==> config.mk <==
export PLATFORM = sky130hd
export DESIGN_NAME = regfile_wb_scheduler
export DESIGN_NICKNAME = d
export VERILOG_FILES = /design/src/rtl/regfile_wb_scheduler.sv
export SDC_FILE = /design/constraint.sdc
export NUM_CORES = 1
export LEC_CHECK = 0
export ABC_AREA = 0
export ABC_CLOCK_PERIOD_IN_PS = 2800
export CORE_UTILIZATION = 40
export CTS_CLUSTER_SIZE = 40
export DETAILED_ROUTE_END_ITERATION = 10
export GPL_TIMING_DRIVEN = 1
export PLACE_DENSITY_LB_ADDON = 0.2
export SLEW_MARGIN = 30
export SYNTH_ARGS = -nofsm -noshare
export SYNTH_HDL_FRONTEND = slang
export SYNTH_SLANG_ARGS = --single-unit
==> constraint.sdc <==
create_clock -name clk -period 2.8 [get_ports clk]
set_clock_uncertainty 0.1 [all_clocks]
set_input_delay 0.42 -clock clk [delete_from_list [all_inputs] [get_ports clk]]
set_output_delay 0.42 -clock clk [all_outputs]
set_load 0.005 [all_outputs]
==> src/rtl/regfile_wb_scheduler.sv <==
// Write-port owner for the 32x32 register file: round-robin write-back arbitration
// between ALU (port 0) and load (port 1) results, plus an r1..r(NREG-1) clear sequencer.
module regfile_wb_scheduler #(
    parameter int unsigned DW   = 32,
    parameter int unsigned AW   = 5,
    parameter int unsigned NREG = 32
) (
    input  logic          clk,
    input  logic          reset,
    input  logic          wb0_valid,
    input  logic [AW-1:0] wb0_addr,
    input  logic [DW-1:0] wb0_data,
    output logic          wb0_ready,
    input  logic          wb1_valid,
    input  logic [AW-1:0] wb1_addr,
    input  logic [DW-1:0] wb1_data,
    output logic          wb1_ready,
    input  logic          clr_start,
    output logic          clr_busy,
    output logic          clr_done,
    output logic          rf_we,
    output logic [AW-1:0] rf_addr,
    output logic [DW-1:0] rf_wdata
);

    localparam logic [AW-1:0] LAST_ADDR  = AW'(NREG - 1);
    localparam logic [AW-1:0] FIRST_ADDR = AW'(1);

    typedef enum logic {
        IDLE  = 1'b0,
        CLEAR = 1'b1
    } state_t;

    state_t        state, state_d;
    logic          rr_ptr, rr_ptr_d;
    logic [AW-1:0] clr_cnt, clr_cnt_d;
    logic [AW-1:0] clr_cnt_inc;
    logic          rf_we_d;
    logic [AW-1:0] rf_addr_d;
    logic [DW-1:0] rf_wdata_d;
    logic          clr_busy_d;
    logic          clr_done_d;
    logic          accept;
    logic          grant0;
    logic          grant1;

    // Arbitration: a pending clear start or reset blocks both requesters.
    always_comb begin
        accept    = !reset && (state == IDLE) && !clr_start;
        grant0    = wb0_valid && (!wb1_valid || !rr_ptr);
        grant1    = wb1_valid && (!wb0_valid || rr_ptr);
        wb0_ready = accept && grant0;
        wb1_ready = accept && grant1;
    end

    assign clr_cnt_inc = clr_cnt + AW'(1);

    // clr_cnt tracks the clear address currently on rf_addr, so it never reaches r0.
    always_comb begin
        state_d    = state;
        rr_ptr_d   = rr_ptr;
        clr_cnt_d  = clr_cnt;
        rf_we_d    = 1'b0;
        rf_addr_d  = rf_addr;
        rf_wdata_d = rf_wdata;
        clr_busy_d = 1'b0;
        clr_done_d = 1'b0;
        case (state)
            IDLE: begin
                if (clr_start) begin
                    state_d    = CLEAR;
                    rf_we_d    = 1'b1;
                    rf_addr_d  = clr_cnt;
                    rf_wdata_d = '0;
                    clr_busy_d = 1'b1;
                    clr_done_d = (clr_cnt == LAST_ADDR);
                end else if (wb0_ready) begin
                    rf_we_d    = (wb0_addr != '0);
                    rf_addr_d  = wb0_addr;
                    rf_wdata_d = wb0_data;
                    rr_ptr_d   = 1'b1;
                end else if (wb1_ready) begin
                    rf_we_d    = (wb1_addr != '0);
                    rf_addr_d  = wb1_addr;
                    rf_wdata_d = wb1_data;
                    rr_ptr_d   = 1'b0;
                end
            end
            CLEAR: begin
                if (clr_cnt == LAST_ADDR) begin
                    state_d   = IDLE;
                    clr_cnt_d = FIRST_ADDR;
                end else begin
                    clr_cnt_d  = clr_cnt_inc;
                    rf_we_d    = 1'b1;
                    rf_addr_d  = clr_cnt_inc;
                    rf_wdata_d = '0;
                    clr_busy_d = 1'b1;
                    clr_done_d = (clr_cnt_inc == LAST_ADDR);
                end
            end
        endcase
    end

    always_ff @(posedge clk or posedge reset) begin
        if (reset) begin
            state    <= IDLE;
            rr_ptr   <= 1'b0;
            clr_cnt  <= FIRST_ADDR;
            rf_we    <= 1'b0;
            rf_addr  <= '0;
            rf_wdata <= '0;
            clr_busy <= 1'b0;
            clr_done <= 1'b0;
        end else begin
            state    <= state_d;
            rr_ptr   <= rr_ptr_d;
            clr_cnt  <= clr_cnt_d;
            rf_we    <= rf_we_d;
            rf_addr  <= rf_addr_d;
            rf_wdata <= rf_wdata_d;
            clr_busy <= clr_busy_d;
            clr_done <= clr_done_d;
        end
    end

endmodule

==> results.cfg, run 1 <==
[placement]
gp_congestion = 0.823
dpl_worst_slack_ps = 178
port_buffers = 120
postPlaceCellArea_um2 = 3680
dp_hpwl_um = 4730
placedCellCount = 427

[die]
start_util_pct = 42.3
die_h_um = 79.2
dieArea_um2 = 6280
row_count = 27
die_x_um = 79.2
core_area_um2 = 5640
io_pins = 121

[global_route]
grt_pass1_vias = 2340
grt_pass1_wl_um = 10600
grt.total_usage_pct = 21.8
antenna_found_initial = 0
grt_max_degree = 36
overflow = 0

[setup_path]
cp.required_ps = 2280
reg2reg_depth = 8
cp.arrival_ps = 2090
worstSetupEndpointType = output port
r2r_end = rf_wdata[15]
worst-setup-path-type = input port to output port
rr_startpoint = clr_cnt[0]
worstPathMaxFanout = 4
startpoint_type = input port
ff2ff_setup_slack_ps = 570

[timing]
tightest_slew_ps = 621
fin_crit_ps = 2610
setup_tns_ps = 0
fmax_mhz = 383
whs_ps = 383
slew_headroom_pct = 58.5
finalSetupViolCount = 0
fin_crit_sh_pct = 93.2
fin_ws_ps = 191
drv_slew = 0
hold_viol = 0
rsz0062_at_grt = false

[power_and_ir_drop]
power_frac_seq_pct = 40.0
clockPowerShare_pct = 23.4
vdd.ir_drop.worst_mv = 0.342
total_power_mw = 2.12
switchingPower_mw = 0.661
power_frac_comb_pct = 36.6
internal_power_mw = 1.46
switching_share_pct = 31.1
total_leakage_power_nw = 1.74
p_per_area_nw_per_um2 = 561

[synthesis]
ys.flop_type = dfrtp_1
synth_cell_types = 32
synth-seq-cells = 46
syn_area_per_cell_um2 = 10.0
seq_area_frac_synth_pct = 48.3
synth.cell_area_um2 = 2380
synth_edf_count = 0
synthArstFlopShare_pct = 100
yosysWarnings = 0
syn-instance-count = 238
synthesis.nets = 320

[final_layout]
synthToLayoutAreaGrowth_pct = 58.9
design_area_um2 = 3790
fill_cells = 465
layout-drive-gt1-share_pct = 7.71
finish.utilization_pct = 67.2
diodes = 0
final_common_cell = clkdlybuf4s50_1
layout_common_cells = clkdlybuf4s50_1 (120), dfrtp_1 (45), nand2_1 (41), o21ai_0 (41), mux2i_1 (32)
stdcell_count = 435
finalNetCount = 444

[min_path]
min_path_cells = 2
min_delay_worst_endpoint = rf_wdata[0]
hold_path_startpoint = rf_wdata[0]
worstHoldPathType = flop to flop

[detailed_routing]
drt_iter0_drc = 99
finalWirelength_um = 6220
first_pass_iters = 4
vias = 2225
ant_nets = 0
via_per_inst = 5.11
route.detailed.drc = 0
post_drt_wl_per_cell_um = 14.3

[job]
drv_cap = 0

[clock_network]
clock_insertion_delay_worst_skew_ps = 290
clk_pin_slew_ps = 90
post-cts-setup-buffers = 0
cts_root_buf = clkbuf_8
cts_tree = built
cts_sinks = 46
htreeDepth = 2
holdBufCountCts = 0
cts_made_buffers = 5
clk_path_buf_depth = 2
cts_resized = 0

[outcome]
status = finished clean
## per-layer routing
| metal | up-vias | track usage (%) | share of wire [%] |
|---|---|---|---|
| li1 | 1083 | - | - |
| met1 | 1040 | 25.8 | 42 |
| met2 | 92 | 36.7 | 48 |
| met3 | 10 | 7.70 | 8.5 |
| met4 | 0 | 6.91 | 1.8 |
| met5 | - | 0 | 0 |
## cells in the mapped netlist (5+ instances only)
master / instances / share of area (%)
nand2_1: 41 / 6.5
a21oi_1: 5 / 1.0
nor2b_1: 5 / 1.3
and3_1: 6 / 1.6
mux2i_1: 32 / 13
dfrtp_1: 45 / 47
nor2_1: 6 / 0.94
o21ai_0: 42 / 8.8
## critical path, cell delays in order
cell	delay [ps]
clkdlybuf4s50_1	540
nor2b_1	270
nand2_4	60
nor3_1	210
clkdlybuf4s50_1	580
## kinds of logic (layout without fill, tap and decap cells)
logic type,Yosys count,in the layout,synth area share (%)
simple gates,72,72,13.8
compound gates,65,65,17.2
flops,46,46,48.3
mux,33,33,13.9
buf+inv,17,142,4.46
fa+ha+maj,3,3,1.57
xor+xnor,2,2,0.735
## worst max path at each step
stage,slack (ps),endpoint,start,depth (start not counted)
finish,190,wb0_ready,wb0_valid,5
global route,40,wb0_ready,wb0_valid,5
CTS,160,wb0_ready,wb0_valid,5
detailed placement,180,wb0_ready,wb0_valid,5
global placement,200,wb0_ready,wb0_valid,5
floorplan,750,rf_addr[4],clr_cnt[0],8
## flip-flops by register name, summed over array words and instances (netlist names)
signal / flops
clr_cnt: 5
clr_done: 1
rf_addr: 5
rf_wdata: 32
rf_we: 1
rr_ptr: 1
state: 1
## final cells by class
class	instances	area [um^2]	share of cell area, %
inverters	4	15.0	0.396
clock inverters	3	43.8	1.16
repair buffers	130	1290	34.0
multi-input cells	175	1130	29.8
well taps	72	90.1	2.38
clock buffers	5	68.8	1.82
flip-flops and latches	46	1150	30.4
## power by group through the flow
stage | Sequential [mW] | Combinational, mW | Clock, mW
floorplan | 0.854 | 0.450 | 0
global placement | 0.859 | 0.769 | 0
detailed placement | 0.864 | 0.779 | 0
CTS | 0.851 | 0.784 | 0.509
global route | 0.867 | 0.865 | 0.537
finish | 0.850 | 0.776 | 0.497
Power figures use the tool's default switching activity.
==> inputs of run 2 (changes only) <==
--- a/config.mk
+++ b/config.mk
@@ -8,6 +8,6 @@
 export ABC_AREA = 0
 export ABC_CLOCK_PERIOD_IN_PS = 2800
+export CAP_MARGIN = 20
 export CORE_UTILIZATION = 40
-export CTS_CLUSTER_SIZE = 40
 export DETAILED_ROUTE_END_ITERATION = 10
 export GPL_TIMING_DRIVEN = 1
==> constraint.sdc (replaced) <==
create_clock -name clk -period 2.8 [get_ports clk]
set_clock_uncertainty 0.1 [all_clocks]
set_input_delay 0.28 -clock clk [delete_from_list [all_inputs] [get_ports clk]]
set_output_delay 0.28 -clock clk [all_outputs]
set_load 0.005 [all_outputs]
==> run 2 against run 1 <==
Net effect:
- register-to-register slack worse by 230 ps
- first-iteration DRC count fell by 36%
- cell count decreased by 0.46%
- maximum frequency up 6.0%
- count of clock-buffer cells in the layout stayed put
- worst hold slack barely moved
- combinational power is 2.8% lower
- wire length decreased by 2.1%
- core utilization is 0.49 points lower
==> results.cfg, run 2 (synthesized netlist as in run 1, its figures left out) <==
[timing]
hold_viol = 0
fmax_mhz = 406
tightest_slew_ps = 707
fin_crit_ps = 2460
rsz0062_at_grt = false
finalSetupViolCount = 0
whs_ps = 383
fin_crit_sh_pct = 87.9
setup_tns_ps = 0
slew_headroom_pct = 52.8
drv_slew = 0

[clock_network]
cts_root_buf = clkbuf_8
cts_tree = built
cts_made_buffers = 5
clock_insertion_delay_worst_skew_ps = 290
cts_resized = 0
holdBufCountCts = 0
post-cts-setup-buffers = 0
clk_path_buf_depth = 2
clk_pin_slew_ps = 90
cts_sinks = 46
htreeDepth = 2

[global_route]
grt_pass1_wl_um = 9830
antenna_found_initial = 0
overflow = 0
grt_max_degree = 43
grt.total_usage_pct = 20.2
grt_pass1_vias = 2158

[die]
core_area_um2 = 5640
die_x_um = 79.2
start_util_pct = 42.3
io_pins = 121
row_count = 27
die_h_um = 79.2
dieArea_um2 = 6280

[final_layout]
finish.utilization_pct = 66.7
regMostFlops = rf_wdata
synthToLayoutAreaGrowth_pct = 57.7
largest_reg_flops = 32
stdcell_count = 433
top_regs = rf_wdata: 32 flops, clr_cnt: 5 flops, rf_addr: 5 flops
layout-drive-gt1-share_pct = 7.20
design_area_um2 = 3760
layout_common_cells = clkdlybuf4s50_1 (120), dfrtp_1 (45), nand2_1 (41), o21ai_0 (41), mux2i_1 (32)
finalNetCount = 442
diodes = 0
final_common_cell = clkdlybuf4s50_1

[placement]
gp_congestion = 0.774
port_buffers = 120
dp_hpwl_um = 4730
postPlaceCellArea_um2 = 3650
placedCellCount = 425

[setup_path]
cp.arrival_ps = 2540
crit_path_top_delay_cell = dfstp_2
worstSetupEndpointType = flop
worstPathMaxFanout = 42
max_stage_delay_ps = 560
startpoint_type = flop
worst-setup-path-type = flop to flop
cp.required_ps = 2880
crit_path_frequent_cell = ha_1
worstPathCellList = ha_1 -> and3_1 -> ha_1 -> nand2b_1 -> o311a_4 -> nor2b_1 -> a21oi_1

[detailed_routing]
vias = 2185
ant_nets = 0
finalWirelength_um = 6090
route.detailed.drc = 0
post_drt_wl_per_cell_um = 14.1
via_per_inst = 5.05
drt_iter0_drc = 63
first_pass_iters = 4

[power_and_ir_drop]
total_leakage_power_nw = 1.72
vdd.ir_drop.worst_mv = 0.335
p_per_area_nw_per_um2 = 559

[outcome]
status = finished clean

[min_path]
worstHoldPathType = flop to flop

[job]
drv_cap = 0
[run 2: changes by cell type in the layout (fill, tap and decap cells not counted), sizes merged]
| cell | delta |
|---|---|
| buf | -2 |
[run 2: stage by stage]
| stage | power (mW) | setup slack [ps] |
|---|---|---|
| 2_1_floorplan | 1.30 | 750 |
| 3_3_place_gp | 1.61 | 445 |
| 3_5_place_dp | 1.63 | 340 |
| 4_1_cts | 2.12 | 325 |
| 5_1_grt | 2.24 | 150 |
| 6_report | 2.10 | 338 |
[run 2: where the power goes]
| group | leakage (nW) | switching (mW) | internal [mW] |
|---|---|---|---|
| combinational | 1.05 | 0.346 | 0.408 |
| sequential | 0.611 | 0.0824 | 0.769 |
| clock | 0.0585 | 0.228 | 0.268 |
| total | 1.72 | 0.656 | 1.45 |
[run 2: worst paths after layout]
| path | startpoint | endpoint | slack, ps | cells after the start |
|---|---|---|---|---|
| worst max register to register | clr_cnt[0] | rf_addr[4] | 340 | 7 |
| min in group asynchronous | reset | rf_wdata[22] | 440 | 2 |
| worst max-delay path | clr_cnt[0] | rf_addr[4] | 340 | 7 |
| worst min-delay path | rf_addr[1] | rf_addr[1] | 380 | 2 |
| worst min register to register | rf_addr[1] | rf_addr[1] | 380 | 2 |
| max in group asynchronous | reset | clr_cnt[1] | 1510 | 3 |
[run 2: critical path: cells and delay by family, from the launching register on]
family | cells | cell delay [ps]
AO/OA/AOI/OAI | 2 | 570
adder cells (fa/ha/maj) | 2 | 500
flip-flops | 1 | 560
AND/OR/NAND/NOR | 3 | 600
[run 2: layer usage]
layer	vias to the layer above	global-route usage, %	wire [um]
met2	79	35.6	3020
met4	0	5.45	23
li1	1075	-	-
met3	2	6.55	531
met1	1029	23.5	2520
met5	-	0	0
[run 2: final cells by class]
cell class / instances / area, um^2
Inverter: 4 / 15.0
Timing Repair Buffer: 128 / 1260
Clock inverter: 3 / 43.8
Tap cell: 72 / 90.1
Multi-Input combinational cell: 175 / 1130
Sequential cell: 46 / 1150
Fill cell: 483 / 1880
Clock buffer: 5 / 68.8
==> inputs of run 3 (changes only) <==
- ABC_CLOCK_PERIOD_IN_PS: 2800 -> 2500
- CELL_PAD_IN_SITES_DETAIL_PLACEMENT: unset -> 1
- CELL_PAD_IN_SITES_GLOBAL_PLACEMENT: unset -> 1
- CORE_UTILIZATION: 40 -> 29
- MAX_ROUTING_LAYER: unset -> met4
- clock period: 2.8 -> 2.5 ns (I/O delays scaled with it)
==> run 3 against run 2 <==
Net effect:
- wire length increased by 16%
- sequential cell count is the same
- count of clock-buffer cells in the layout is 1 higher
- die area rose by 37%
- via count is 1.8% higher
- critical path type is now input port to output port
- non-clock buffer count is 5 higher
- clock power is 2% lower
- highest routed layer unchanged
==> results.cfg, run 3 (synthesized netlist as in run 1, its figures left out) <==
[setup_path]
worst-path-buf-inv = 2
worst-setup-path-type = input port to output port
cpLargestDelayFamily = buffers and inverters
cp.required_ps = 2150
worstSetupEndpointType = output port
worstPathCellList = clkdlybuf4s50_1 -> nor2b_1 -> nand2_4 -> nor3_1 -> clkdlybuf4s50_1
cp.arrival_ps = 1970
worstPathMaxFanout = 4
crit_path_frequent_cell = clkdlybuf4s50_1
crit_path_top_delay_cell = clkdlybuf4s50_1
max_stage_delay_ps = 630
startpoint_type = input port

[die]
start_util_pct = 30.4
die_h_um = 92.7
die_x_um = 92.7
dieArea_um2 = 8590
io_pins = 121
core_area_um2 = 7850
row_count = 32

[timing]
fmax_mhz = 432
fin_crit_sh_pct = 92.6
hold_viol = 0
tightest_slew_ps = 405
drv_slew = 0
setup_tns_ps = 0
finalSetupViolCount = 0
slew_headroom_pct = 72.9
fin_crit_ps = 2320
rsz0062_at_grt = false

[global_route]
grt_pass1_wl_um = 11500
grt.total_usage_pct = 17.9
grt_pass1_vias = 2332
overflow = 0
antenna_found_initial = 0
grt_max_degree = 34

[placement]
port_buffers = 120
dp_hpwl_um = 5460
gp_congestion = 0.766

[clock_network]
cts_resized = 0
clock_insertion_delay_worst_skew_ps = 300
cts_sinks = 46
cts_tree = built
holdBufCountCts = 0
cts_made_buffers = 5
cts_root_buf = clkbuf_8
post-cts-setup-buffers = 0
clk_path_buf_depth = 2
htreeDepth = 2
clk_pin_slew_ps = 90

[detailed_routing]
drt_iter0_drc = 39
via_per_inst = 4.75
route.detailed.drc = 0
finalWirelength_um = 7060
vias = 2225
ant_nets = 0
post_drt_wl_per_cell_um = 15.1
first_pass_iters = 4

[final_layout]
final_common_cell = clkdlybuf4s50_1
largest_reg_flops = 32
regMostFlops = rf_wdata
synthToLayoutAreaGrowth_pct = 61.7
layout_common_cells = clkdlybuf4s50_1 (120), dfrtp_1 (45), nand2_1 (41), o21ai_0 (41), mux2i_1 (32)
top_regs = rf_wdata: 32 flops, clr_cnt: 5 flops, rf_addr: 5 flops
finalNetCount = 447
diodes = 0
layout-drive-gt1-share_pct = 8.47
finish.utilization_pct = 49.1

[power_and_ir_drop]
vdd.ir_drop.worst_mv = 0.255
total_leakage_power_nw = 1.75
p_per_area_nw_per_um2 = 611

[outcome]
status = finished clean

[job]
drv_cap = 0

[min_path]
worstHoldPathType = input port to async pin
==> run 3: cell count changes in the layout (fill, tap and decap cells not counted), sizes merged <==
cell,before,now
buf,8,13
clkbuf,5,6
bufinv,1,0
clkinvlp,0,1
inv,5,4
==> run 3: cell type report <==
class                           instances  area (um^2)
Clock buffer                            6         82.6
Clock inverter                          2         12.5
Inverter                                4         15.0
Multi-Input combinational cell        175         1130
Sequential cell                        46         1150
Timing Repair Buffer                  133         1340
Fill cell                             903         3990
Tap cell                              102          128
==> run 3: worst paths after layout <==
kind | from | endpoint | slack, ps | cells after the start
worst max-delay path | wb0_valid | wb0_ready | 180 | 5
worst min-delay path | reset | rf_wdata[14] | 270 | 3
worst max register to register | clr_cnt[0] | rf_addr[4] | 260 | 8
worst min register to register | rf_wdata[25] | rf_wdata[25] | 380 | 2
max in group asynchronous | reset | clr_cnt[0] | 1480 | 4
min in group clk | rf_wdata[25] | rf_wdata[25] | 380 | 2
==> run 3: routing by layer <==
metal  vias up  track usage [%]  part of all wire (%)
met2        74             27.8                    48
li1       1090                -                     -
met5         -                -                     0
met1      1054             22.5                    44
met4         0             4.87                   1.3
met3         7             5.83                   6.8
==> run 3: report_power, final <==
part / switching, mW / internal, mW
Clock: 0.262 / 0.223
Sequential: 0.0931 / 0.862
Combinational: 0.418 / 0.500
==> run 3: through the flow <==
step / std cells / area, um^2 / hold WS (ps) / worst slack [ps] / total power [mW]
3_5_place_dp: 460 / 3760 / 370 / 197 / 1.89
6_report: 468 / 3860 / 274 / 184 / 2.36
3_3_place_gp: 460 / 3760 / 360 / 224 / 1.88
2_1_floorplan: 238 / 2380 / 322 / 450 / 1.46
5_1_grt: 468 / 3860 / 290 / 53.7 / 2.52
4_1_cts: 468 / 3860 / 279 / 175 / 2.39
==> run 3: worst min-delay path: cells and delay by family <==
family | cells | cell delay [ps]
buffers and inverters | 3 | 840
